==> config.mk <==
export PLATFORM = sky130hd
export DESIGN_NAME = data_memory_arbiter
export DESIGN_NICKNAME = d
export VERILOG_FILES = /design/src/rtl/data_memory_arbiter.sv
export SDC_FILE = /design/constraint.sdc
export NUM_CORES = 1
export LEC_CHECK = 0
export BUFFER_PORTS_ARGS = -buffer_cell sky130_fd_sc_hd__buf_4
export CAP_MARGIN = 10
export CORE_AREA = 4 4 123 125
export CTS_CLUSTER_SIZE = 12
export DETAILED_ROUTE_END_ITERATION = 12
export DIE_AREA = 0 0 127 129
export GPL_ROUTABILITY_DRIVEN = 0
export PLACE_DENSITY = 0.79
export REMOVE_ABC_BUFFERS = 1
export SYNTH_ARGS = -nofsm -noshare
export SYNTH_HDL_FRONTEND = slang
export SYNTH_SLANG_ARGS = --single-unit
==> constraint.sdc <==
create_clock -name clock -period 5.4 [get_ports clock]
set_input_delay 0.27 -clock clock [delete_from_list [all_inputs] [get_ports clock]]
set_output_delay 0.27 -clock clock [all_outputs]
set_load 0.05 [all_outputs]
==> src/rtl/data_memory_arbiter.sv <==
// Core/DMA arbiter in front of a 1024x32 data memory, one transaction in flight.
// Define DMEM_ARB_ROUND_ROBIN_EN for round-robin ties; otherwise core has fixed priority.
module data_memory_arbiter (
    input  logic        clock,
    input  logic        reset,

    input  logic        coreReq,
    input  logic        coreWrite,
    input  logic [2:0]  coreFunc3,
    input  logic [31:0] coreAddress,
    input  logic [31:0] coreWriteData,
    output logic        coreReady,
    output logic        coreReadValid,
    output logic [31:0] coreReadData,
    output logic        coreError,

    input  logic        dmaReq,
    input  logic        dmaWrite,
    input  logic [2:0]  dmaFunc3,
    input  logic [31:0] dmaAddress,
    input  logic [31:0] dmaWriteData,
    output logic        dmaReady,
    output logic        dmaReadValid,
    output logic [31:0] dmaReadData,
    output logic        dmaError,

    output logic        memoryReadEnable,
    output logic        memoryWriteEnable,
    output logic [2:0]  memoryFunc3,
    output logic [31:0] memoryAddress,
    output logic [31:0] memoryWriteData,
    input  logic [31:0] memoryReadData
);

    typedef enum logic [1:0] {
        IDLE   = 2'd0,
        ACCESS = 2'd1,
        RESP   = 2'd2
    } state_t;

    localparam logic OWNER_CORE = 1'b0;
    localparam logic OWNER_DMA  = 1'b1;

    state_t      state_q;
    logic        owner_q;
    logic        write_q;
    logic        misaligned_q;
    logic [2:0]  func3_q;
    logic [31:0] address_q;
    logic [31:0] writeData_q;
`ifdef DMEM_ARB_ROUND_ROBIN_EN
    logic        lastWinner_q;
`endif

    logic        coreValid_q;
    logic        coreError_q;
    logic [31:0] coreData_q;
    logic        dmaValid_q;
    logic        dmaError_q;
    logic [31:0] dmaData_q;

    logic        anyReq;
    logic        pickDma_d;
    logic        grant_d;
    logic        selWrite_d;
    logic        selMisaligned_d;
    logic [2:0]  selFunc3_d;
    logic [31:0] selAddress_d;
    logic [31:0] selWriteData_d;
    logic        inAccess;
    logic [31:0] respData;

    always_comb begin
        anyReq = coreReq | dmaReq;
`ifdef DMEM_ARB_ROUND_ROBIN_EN
        pickDma_d = dmaReq & (~coreReq | (lastWinner_q == OWNER_CORE));
`else
        pickDma_d = dmaReq & ~coreReq;
`endif
        // Grants are suppressed while reset is held so Ready stays low.
        grant_d        = (state_q == IDLE) & anyReq & ~reset;
        selWrite_d     = pickDma_d ? dmaWrite     : coreWrite;
        selFunc3_d     = pickDma_d ? dmaFunc3     : coreFunc3;
        selAddress_d   = pickDma_d ? dmaAddress   : coreAddress;
        selWriteData_d = pickDma_d ? dmaWriteData : coreWriteData;
        selMisaligned_d =
            ((selFunc3_d[1:0] == 2'b10) & (selAddress_d[1:0] != 2'b00)) |
            ((selFunc3_d[1:0] == 2'b01) & selAddress_d[0]);
    end

    always_comb begin
        inAccess = (state_q == ACCESS);
        respData = (~write_q & ~misaligned_q) ? memoryReadData : 32'h0;
    end

    always_ff @(posedge clock or posedge reset) begin
        if (reset) begin
            state_q      <= IDLE;
            owner_q      <= OWNER_CORE;
            write_q      <= 1'b0;
            misaligned_q <= 1'b0;
            func3_q      <= 3'b000;
            address_q    <= 32'h0;
            writeData_q  <= 32'h0;
`ifdef DMEM_ARB_ROUND_ROBIN_EN
            lastWinner_q <= OWNER_DMA;
`endif
            coreValid_q  <= 1'b0;
            coreError_q  <= 1'b0;
            coreData_q   <= 32'h0;
            dmaValid_q   <= 1'b0;
            dmaError_q   <= 1'b0;
            dmaData_q    <= 32'h0;
        end else begin
            case (state_q)
                IDLE: begin
                    if (grant_d) begin
                        owner_q      <= pickDma_d;
                        write_q      <= selWrite_d;
                        misaligned_q <= selMisaligned_d;
                        func3_q      <= selFunc3_d;
                        address_q    <= selAddress_d;
                        writeData_q  <= selWriteData_d;
`ifdef DMEM_ARB_ROUND_ROBIN_EN
                        lastWinner_q <= pickDma_d;
`endif
                        state_q      <= ACCESS;
                    end
                end
                ACCESS: begin
                    coreValid_q <= (owner_q == OWNER_CORE);
                    coreError_q <= (owner_q == OWNER_CORE) & misaligned_q;
                    coreData_q  <= (owner_q == OWNER_CORE) ? respData : 32'h0;
                    dmaValid_q  <= (owner_q == OWNER_DMA);
                    dmaError_q  <= (owner_q == OWNER_DMA) & misaligned_q;
                    dmaData_q   <= (owner_q == OWNER_DMA) ? respData : 32'h0;
                    state_q     <= RESP;
                end
                RESP: begin
                    coreValid_q <= 1'b0;
                    coreError_q <= 1'b0;
                    coreData_q  <= 32'h0;
                    dmaValid_q  <= 1'b0;
                    dmaError_q  <= 1'b0;
                    dmaData_q   <= 32'h0;
                    state_q     <= IDLE;
                end
                default: begin
                    state_q <= IDLE;
                end
            endcase
        end
    end

    assign coreReady     = grant_d & ~pickDma_d;
    assign dmaReady      = grant_d & pickDma_d;
    assign coreReadValid = coreValid_q;
    assign coreError     = coreError_q;
    assign coreReadData  = coreData_q;
    assign dmaReadValid  = dmaValid_q;
    assign dmaError      = dmaError_q;
    assign dmaReadData   = dmaData_q;

    // Memory bus is only non-zero in ACCESS; misaligned accesses never strobe.
    assign memoryReadEnable  = inAccess & ~write_q & ~misaligned_q;
    assign memoryWriteEnable = inAccess & write_q & ~misaligned_q;
    assign memoryFunc3       = inAccess ? func3_q     : 3'b000;
    assign memoryAddress     = inAccess ? address_q   : 32'h0;
    assign memoryWriteData   = inAccess ? writeData_q : 32'h0;

endmodule

==> flow_summary.ini, run 1 <==
[detailed_routing]
wirelength_mm = 19.40
drc = 0
first_pass_iters = 4
drtIter0Drc = 371
routed_via_density = 5.178
routed-via-count = 5582
drt-wirelength-per-cell_um = 18.00
ant_nets = 0

[die]
die_h_um = 129
dieArea_um2 = 16380
ios = 311
start_util_pct = 45.85
rows = 43
die_x_um = 127
coreArea_um2 = 13880

[finish]
area_delta_synth_final_pct = 47.04
nFillCells = 1094
drive_gt1_share_pct = 39.20
ff_latch_area_um2 = 3503
multi_input_area_um2 = 2337
fin_nets = 1063
final_util_pct = 67.42
diodes = 0

[cts]
htreeDepth = 4
insertion_delay_ns = 0.42
cts_tree = built
cts.hold.buffers_added = 1
cts.path.max_buffers = 2
postCtsResizedCells = 0
cts_root_buf = clkbuf_16
cts_setup_buffers = 0
cts_made_buffers = 17
cts_num_sinks = 140
path_clk_slew_ns = 0.06

[synth]
yosysSeqAreaShare_pct = 55.04
synth-seq-cells = 140
ys_warn_count = 0
synth_cell_type_count = 28
avgSynthCellArea_um2 = 10.63
syn_inst = 599
netlist_area_um2 = 6365

[sta]
tightest_slew_ns = 1.208
clock-skew-final_ns = 0.006168
setup_viol = 0
relSlewSlack_pct = 19.47
period_needed_ns = 3.366
finalCritPeriodShare_pct = 62.34
fmax_mhz = 297.1
report.final.hold_viol_count = 0
setup_ws_ns = 2.034
slew_violations = 0
rsz0062_at_grt = no
tns_ns = 0

[power_and_ir_drop]
cellLeakagePower_uw = 0.004694
p_per_area_nw_per_um2 = 676.3
peakVddDrop_v = 0.0003755
power_uw = 6329

[global_route]
antenna_found_initial = 0
grt_pass1_wl_mm = 29.84
gr-total-overflow = 0
grt_pass1_vias = 5644
grt_usage_pct = 23.17
grt_max_degree = 72

[critical_path]
worstPathArrival_ns = 3.10
worstSetupStartpointType = flip-flop
cp_data_required_time_ns = 5.13
endpoint = coreReady
worstSetupStartpoint = state_q[0]$_DFFE_PP0P_
rrSetupSlack_ns = 2.46
r2r_cells = 6
crit_path_end_kind = output pin
reg2reg_from = state_q[0]$_DFFE_PP0P_
worstPathMaxFanout = 49
r2r_end = writeData_q[15]$_DFFE_PP0P_
worst-setup-path-type = flip-flop to output pin

[run]
max_cap_viol_count = 0

[placement]
pre_cts_slack_ns = 2.464
io_buffers = 310
hpwl_mm = 14.04

[min_path]
worstHoldPathType = input pin to flip-flop

[run_status]
status = complete, no violations
## registers in the layout (all words and copies together) (netlist names), 2 cells and up
name          count
dmaReadData      32
state_q           2
func3_q           3
writeData_q      32
coreReadData     32
address_q        32
## how the worst min path moves through the flow
stage,from,to,slack (ns),depth (start not counted)
2_1_floorplan,coreAddress[10],address_q[10]$_DFFE_PP0P_,0.41,1
3_3_place_gp,reset,func3_q[1]$_DFFE_PP0P_,0.42,2
3_5_place_dp,reset,func3_q[1]$_DFFE_PP0P_,0.42,2
4_1_cts,coreAddress[24],address_q[24]$_DFFE_PP0P_,0.07,2
5_1_grt,coreAddress[26],address_q[26]$_DFFE_PP0P_,0.07,2
6_report,coreWriteData[24],writeData_q[24]$_DFFE_PP0P_,0.08,2
## synthesized netlist by cell type (all sizes together)
master	count	area share, %
and4bb	1	0.26
buf	20	2.4
dfrtp	140	55
a31oi	4	0.39
nand3b	2	0.24
o22ai	68	6.7
inv	73	4.3
a21oi	5	0.39
nand2b	3	0.29
ha	5	0.98
mux2	2	0.35
o21bai	1	0.12
mux2i	4	0.63
and3	1	0.098
a221o	65	10
o21ai	3	0.24
nand2	35	2.2
and2	133	13
clkbuf	28	1.7
or2	1	0.098
nor2	4	0.24
nor2b	1	0.098
## worst max-delay path, cell delays in order, from the launching register on
cell     delay (ns)
dfrtp_1        0.41
inv_1          0.12
ha_2           0.20
nor2b_1        0.62
and2_2         0.95
buf_4          0.35
## per-layer routing
| metal | share of wire [%] | global-route usage, % | up-vias |
|---|---|---|---|
| met5 | 0 | 0 | - |
| met4 | 2.6 | 9.022 | 0 |
| met3 | 9.6 | 7.763 | 43 |
| met2 | 49 | 37.92 | 281 |
| met1 | 39 | 28.57 | 2609 |
| li1 | - | - | 2649 |
## placed cells by master, fill, tap and decap left out
cell / synthesis / layout
clkinv_2: 0 / 1
ha_2: 0 / 2
nor2_1: 4 / 3
nand2b_1: 3 / 3
nor2_2: 0 / 1
o21ai_0: 3 / 3
or2_1: 1 / 1
dlygate4sd3_1: 0 / 1
and2_0: 17 / 17
o21bai_1: 1 / 1
o22ai_1: 68 / 68
clkbuf_1: 27 / 3
and4bb_4: 1 / 1
clkinvlp_4: 0 / 1
dfrtp_1: 140 / 140
mux2_2: 2 / 2
and3_1: 1 / 1
a21oi_1: 5 / 5
clkbuf_8: 0 / 1
mux2i_1: 4 / 4
inv_6: 0 / 2
a221o_1: 65 / 65
nand2_1: 34 / 34
clkinv_4: 0 / 2
nor2b_1: 1 / 1
clkbuf_16: 0 / 17
a31oi_1: 4 / 4
bufinv_16: 0 / 5
buf_4: 2 / 315
nand3b_1: 2 / 2
nand2_4: 1 / 1
and2_1: 116 / 115
ha_1: 5 / 3
inv_1: 73 / 72
and2_2: 0 / 1
## final cells by class
class | instances | share of cell area (%)
Tap cell | 180 | 2.406
Sequential cell | 140 | 37.43
Inverter | 73 | 2.981
Timing Repair Buffer | 316 | 25.37
Clock buffer | 21 | 4.813
Clock inverter | 10 | 2.019
Multi-Input combinational cell | 338 | 24.97
## cell families after synthesis
logic type               share of synthesized area [%]
flip-flops                                       55.04
AND/OR/NAND/NOR                                  16.57
AO/OA/AOI/OAI                                    18.05
multiplexers                                    0.9829
adder cells (fa/ha/maj)                         0.9829
buffers and inverters                            8.374
## power by group
part | internal [uW] | total (uW) | switching, uW
Combinational | 1070 | 3330 | 2260
Clock | 831 | 1260 | 429
Sequential | 1500 | 1740 | 246
Total | 3400 | 6330 | 2930
## stage by stage
stage                     hold WS [ns]  cells  instance area [um2]
final                          0.07971   1078                 9359
after global routing           0.06809   1078                 9359
after CTS                      0.06643   1078                 9359
after global placement          0.4197   1046                 8710
after detailed placement        0.4230   1046                 8710
after floorplan                 0.4149    551                 6106
Power figures use the tool's default switching activity.
==> run 2: changes to the inputs <==
--- a/config.mk
+++ b/config.mk
@@ -7,12 +7,12 @@
 export LEC_CHECK = 0
 export BUFFER_PORTS_ARGS = -buffer_cell sky130_fd_sc_hd__buf_4
 export CAP_MARGIN = 10
-export CORE_AREA = 4 4 123 125
+export CORE_AREA = 4 4 129 131
 export CTS_CLUSTER_SIZE = 12
 export DETAILED_ROUTE_END_ITERATION = 12
-export DIE_AREA = 0 0 127 129
+export DIE_AREA = 0 0 133 135
 export GPL_ROUTABILITY_DRIVEN = 0
-export PLACE_DENSITY = 0.79
+export PLACE_DENSITY = 0.75
 export REMOVE_ABC_BUFFERS = 1
 export SYNTH_ARGS = -nofsm -noshare
 export SYNTH_HDL_FRONTEND = slang
==> constraint.sdc (replaced) <==
create_clock -name clock -period 2.9 [get_ports clock]
set_input_delay 0.145 -clock clock [delete_from_list [all_inputs] [get_ports clock]]
set_output_delay 0.145 -clock clock [all_outputs]
set_load 0.05 [all_outputs]
==> flow_summary.ini, run 2 (same netlist as run 1, synthesis figures left out) <==
[run_status]
status = complete, no violations

[critical_path]
worstSetupStartpointType = flip-flop
rrSetupSlack_ns = 0.72
crit_path_end_kind = output pin
reg2reg_from = state_q[1]$_DFFE_PP0P_
cp_data_required_time_ns = 2.76
worstPathMaxFanout = 27
r2r_cells = 7
r2r_end = address_q[30]$_DFFE_PP0P_
worstPathArrival_ns = 2.39
worst-setup-path-type = flip-flop to output pin

[detailed_routing]
drc = 0
first_pass_iters = 5
drtIter0Drc = 304
drt-wirelength-per-cell_um = 17.35
routed-via-count = 5985
wirelength_mm = 20.89
ant_nets = 0
routed_via_density = 4.971

[finish]
layout_commonest_cell = buf_4
mostFrequentLayoutCells = 327 x buf_4, 140 x dfrtp_1, 115 x and2_1, 76 x dlygate4sd3_1, 72 x inv_1
fin_nets = 1152
diodes = 0
ff_latch_area_um2 = 3503
drive_gt1_share_pct = 37.35
multi_input_area_um2 = 2337
area_delta_synth_final_pct = 60.72
nFillCells = 1181

[cts]
cts_made_buffers = 17
insertion_delay_ns = 0.41
cts_num_sinks = 140
postCtsResizedCells = 0
cts.path.max_buffers = 2
cts_tree = built
htreeDepth = 4
cts_root_buf = clkbuf_16
path_clk_slew_ns = 0.06

[global_route]
grt_usage_pct = 23.27
grt_max_degree = 72
grt_pass1_vias = 6325
gr-total-overflow = 0
grt_pass1_wl_mm = 33.04
antenna_found_initial = 0

[die]
ios = 311
rows = 46
start_util_pct = 40.81
coreArea_um2 = 15600
die_h_um = 135
dieArea_um2 = 17960
die_x_um = 133

[sta]
period_needed_ns = 2.533
fmax_mhz = 394.8
finalCritPeriodShare_pct = 87.34
timing.hold.ws_ns = 0.01511
tightest_slew_ns = 0.7227
slew_violations = 0
setup_ws_ns = 0.3671
relSlewSlack_pct = 51.82
report.final.hold_viol_count = 0
setup_viol = 0
rsz0062_at_grt = no
clock-skew-final_ns = 0.006484

[power_and_ir_drop]
switching_share_pct = 47.26
clkPwrFrac_pct = 18.0
combinationalPowerShare_pct = 54.4
p_per_area_nw_per_um2 = 1152
seq_power_share_pct = 27.6
switchingPower_uw = 5568
peakVddDrop_v = 0.0006375
cellLeakagePower_uw = 0.005047
intPower_uw = 6215

[placement]
pre_cts_slack_ns = 0.7501
hpwl_mm = 14.72
io_buffers = 310

[run]
max_cap_viol_count = 0

[min_path]
worstHoldPathType = input pin to flip-flop
min_to = dmaReadData[10]$_DFFE_PP0P_
hold_depth = 3
min_from = memoryReadData[10]
run 2: critical path, stage by stage (launching register included):
cell and delay (ns):
dfrtp_1 0.39, inv_1 0.13, ha_2 0.21, nor2b_1 0.13, buf_4 0.19, and2_2 0.60, buf_4 0.32
run 2: repair_timing:
action | CTS | global route
hold buffers | 76 | 0
buffers inserted | 0 | 0
hold endpoints to repair | 144 | 0
run 2: power by group through the flow:
stage               Clock (uW)  Combinational [uW]  Sequential [uW]
floorplan                    0                3060             4360
global placement             0                6250             3240
detailed placement           0                6340             3260
CTS                       2170                6430             3240
global route              2250                6780             3350
finish                    2130                6410             3250
run 2: worst max-delay path by stage:
stage	startpoint	to	slack, ns
3_3_place_gp	state_q[0]$_DFFE_PP0P_	writeData_q[26]$_DFFE_PP0P_	0.81
3_5_place_dp	state_q[1]$_DFFE_PP0P_	address_q[31]$_DFFE_PP0P_	0.75
6_report	state_q[1]$_DFFE_PP0P_	coreReady	0.37
5_1_grt	state_q[1]$_DFFE_PP0P_	coreReady	0.22
2_1_floorplan	reset	address_q[0]$_DFFE_PP0P_	-1.0
4_1_cts	state_q[1]$_DFFE_PP0P_	coreReady	0.35
run 2: stage by stage:
stage / area (um2) / setup TNS (ns) / instances / power, uW / utilization, %
final: 10230 / 0 / 1204 / 11780 / 65.59
after global routing: 10230 / 0 / 1204 / 12380 / 65.59
after CTS: 10230 / 0 / 1204 / 11840 / 65.59
after detailed placement: 8885 / 0 / 1096 / 9602 / 56.96
after global placement: 8885 / 0 / 1096 / 9497 / 56.96
after floorplan: 6106 / -165.02 / 551 / 7411 / -
run 2: cell type report:
class                      instances  share of cell area [%]
inverter                          73                   2.728
clock inverter                    13                   1.382
sequential                       140                   34.25
multi-input combinational        338                   22.85
tap                              216                   2.642
clock buffer                      19                   4.330
timing repair buffer             405                   31.82
run 2: layer usage:
metal | wire length (um) | GRT usage, %
met1 | 8355 | 28.84
met5 | 0 | 0
met2 | 10170 | 38.26
met3 | 1581 | 6.259
met4 | 780 | 10.51
==> run 3: changes to the inputs <==
--- a/config.mk
+++ b/config.mk
@@ -12,6 +12,7 @@
 export DETAILED_ROUTE_END_ITERATION = 12
 export DIE_AREA = 0 0 133 135
 export GPL_ROUTABILITY_DRIVEN = 0
+export GPL_TIMING_DRIVEN = 0
 export PLACE_DENSITY = 0.75
 export REMOVE_ABC_BUFFERS = 1
 export SYNTH_ARGS = -nofsm -noshare
==> flow_summary.ini, run 3 (same netlist as run 1, synthesis figures left out) <==
[power_and_ir_drop]
combinationalPowerShare_pct = 54.3
cellLeakagePower_uw = 0.005114
power_uw = 12290
p_per_area_nw_per_um2 = 1184
seq_power_share_pct = 26.3
switchingPower_uw = 5696
clkPwrFrac_pct = 19.4
peakVddDrop_v = 0.0005701
intPower_uw = 6590
switching_share_pct = 46.36

[critical_path]
worst-setup-path-type = flip-flop to output pin
r2r_cells = 5
worstPathArrival_ns = 2.56
cp_data_required_time_ns = 2.76
worstPathMaxFanout = 45
crit_path_end_kind = output pin
worstSetupStartpointType = flip-flop

[detailed_routing]
drc = 0
met3_length_mm = 1.745
wl_met1_mm = 8.484
ant_nets = 0
drtIter0Drc = 370
routed-via-count = 6083
wirelength_mm = 21.38
first_pass_iters = 4
routed_via_density = 5.069
drt-wirelength-per-cell_um = 17.81
top_layer_used = met4
met2_length_mm = 10.35

[finish]
diodes = 0
fin_cells = 1200
drive_gt1_share_pct = 36.79
nFillCells = 1169
fin_nets = 1148
layout_commonest_cell = buf_4
area_delta_synth_final_pct = 63.08
mostFrequentLayoutCells = 311 x buf_4, 140 x dfrtp_1, 115 x and2_1, 81 x dlygate4sd3_1, 72 x inv_1

[sta]
timing.hold.ws_ns = 0.02298
finalCritPeriodShare_pct = 93.31
setup_viol = 0
slew_violations = 0
setup_ws_ns = 0.1941
tns_ns = 0
period_needed_ns = 2.706
report.final.hold_viol_count = 0
rsz0062_at_grt = no
relSlewSlack_pct = 46.74
fmax_mhz = 369.6
tightest_slew_ns = 0.7981
clock-skew-final_ns = 0.007596

[global_route]
grt_max_degree = 76
grt_usage_pct = 23.63
grt_pass1_vias = 6163
antenna_found_initial = 0
grt_pass1_wl_mm = 33.42
gr-total-overflow = 0

[cts]
path_clk_slew_ns = 0.06
htreeDepth = 4
cts_root_buf = clkbuf_16
insertion_delay_ns = 0.41
cts_tree = built
cts_made_buffers = 17
cts_num_sinks = 140
cts.path.max_buffers = 2

[die]
die_x_um = 133
die_h_um = 135
start_util_pct = 40.81
coreArea_um2 = 15600
rows = 46
dieArea_um2 = 17960
ios = 311

[run]
max_cap_viol_count = 0

[placement]
hpwl_mm = 14.18
pre_cts_slack_ns = 0.1475
io_buffers = 310
dp.cells = 1084

[min_path]
worstHoldPathType = input pin to flip-flop
hold_depth = 3

[run_status]
status = complete, no violations
-- run 3: changes by cell type in the layout (fill, tap and decap cells not counted), sizes merged --
| cell | before | now |
|---|---|---|
| clkinvlp | 6 | 0 |
| clkbuf | 19 | 18 |
| clkinv | 3 | 5 |
| dlygate4sd3 | 76 | 81 |
| buf | 329 | 320 |
| bufinv | 2 | 4 |
| inv | 75 | 78 |
-- run 3: critical path, cell delays in order (launching register included) --
cell and delay [ns]:
dfrtp_1 0.39, inv_1 0.13, ha_2 0.21, nor2b_2 0.42
and2_4 0.45, buf_12 0.27, buf_4 0.24
-- run 3: metrics by stage --
stage | cell area [um2] | util, %
CTS | 10330 | 66.24
detailed placement | 8870 | 56.87
floorplan | 6106 | -
finish | 10380 | 66.55
global placement | 8703 | 55.80
global route | 10380 | 66.55
-- run 3: layer usage --
layer	global-route usage, %	up-vias
li1	-	2831
met1	28.77	2896
met2	38.71	305
met3	7.228	51
met4	10.80	0
met5	0	-
-- run 3: path summary, 6_finish.rpt --
path,from,to,slack (ns)
setup / recovery,state_q[1]$_DFFE_PP0P_,coreReady,0.19
hold / removal,memoryReadData[10],dmaReadData[10]$_DFFE_PP0P_,0.02
setup reg to reg,state_q[0]$_DFFE_PP0P_,dmaReadData[0]$_DFFE_PP0P_,0.28
hold reg to reg,writeData_q[28]$_DFFE_PP0P_,writeData_q[28]$_DFFE_PP0P_,0.50
max in group asynchronous,reset,dmaReadData[25]$_DFFE_PP0P_,1.71
min in group asynchronous,reset,func3_q[0]$_DFFE_PP0P_,0.41
-- run 3: timing repair --
item                                   in CTS  in global routing
hold buffers                               81                  0
setup endpoints to repair                   1                 16
endpoints found under the hold margin     150                  0
pin swaps                                   0                  1
setup buffers                               0                  3
resized for setup                           2                  0
-- run 3: layout make-up --
class	count	area, um2	area share [%]
sequential	140	3503	33.75
timing repair buffer	401	3338	32.16
multi-input combinational	338	2341	22.55
clock buffer	18	439.2	4.231
inverter	73	279.0	2.688
tap	216	270.3	2.604
clock inverter	14	209.0	2.013
-- run 3: power groups by stage --
| stage | Clock, uW | Sequential [uW] | Combinational, uW |
|---|---|---|---|
| 4_1_cts | 2420 | 3220 | 6550 |
| 3_5_place_dp | 0 | 3240 | 6450 |
| 3_3_place_gp | 0 | 3210 | 6120 |
| 6_report | 2380 | 3240 | 6670 |
| 2_1_floorplan | 0 | 4360 | 3060 |
| 5_1_grt | 2510 | 3340 | 7040 |
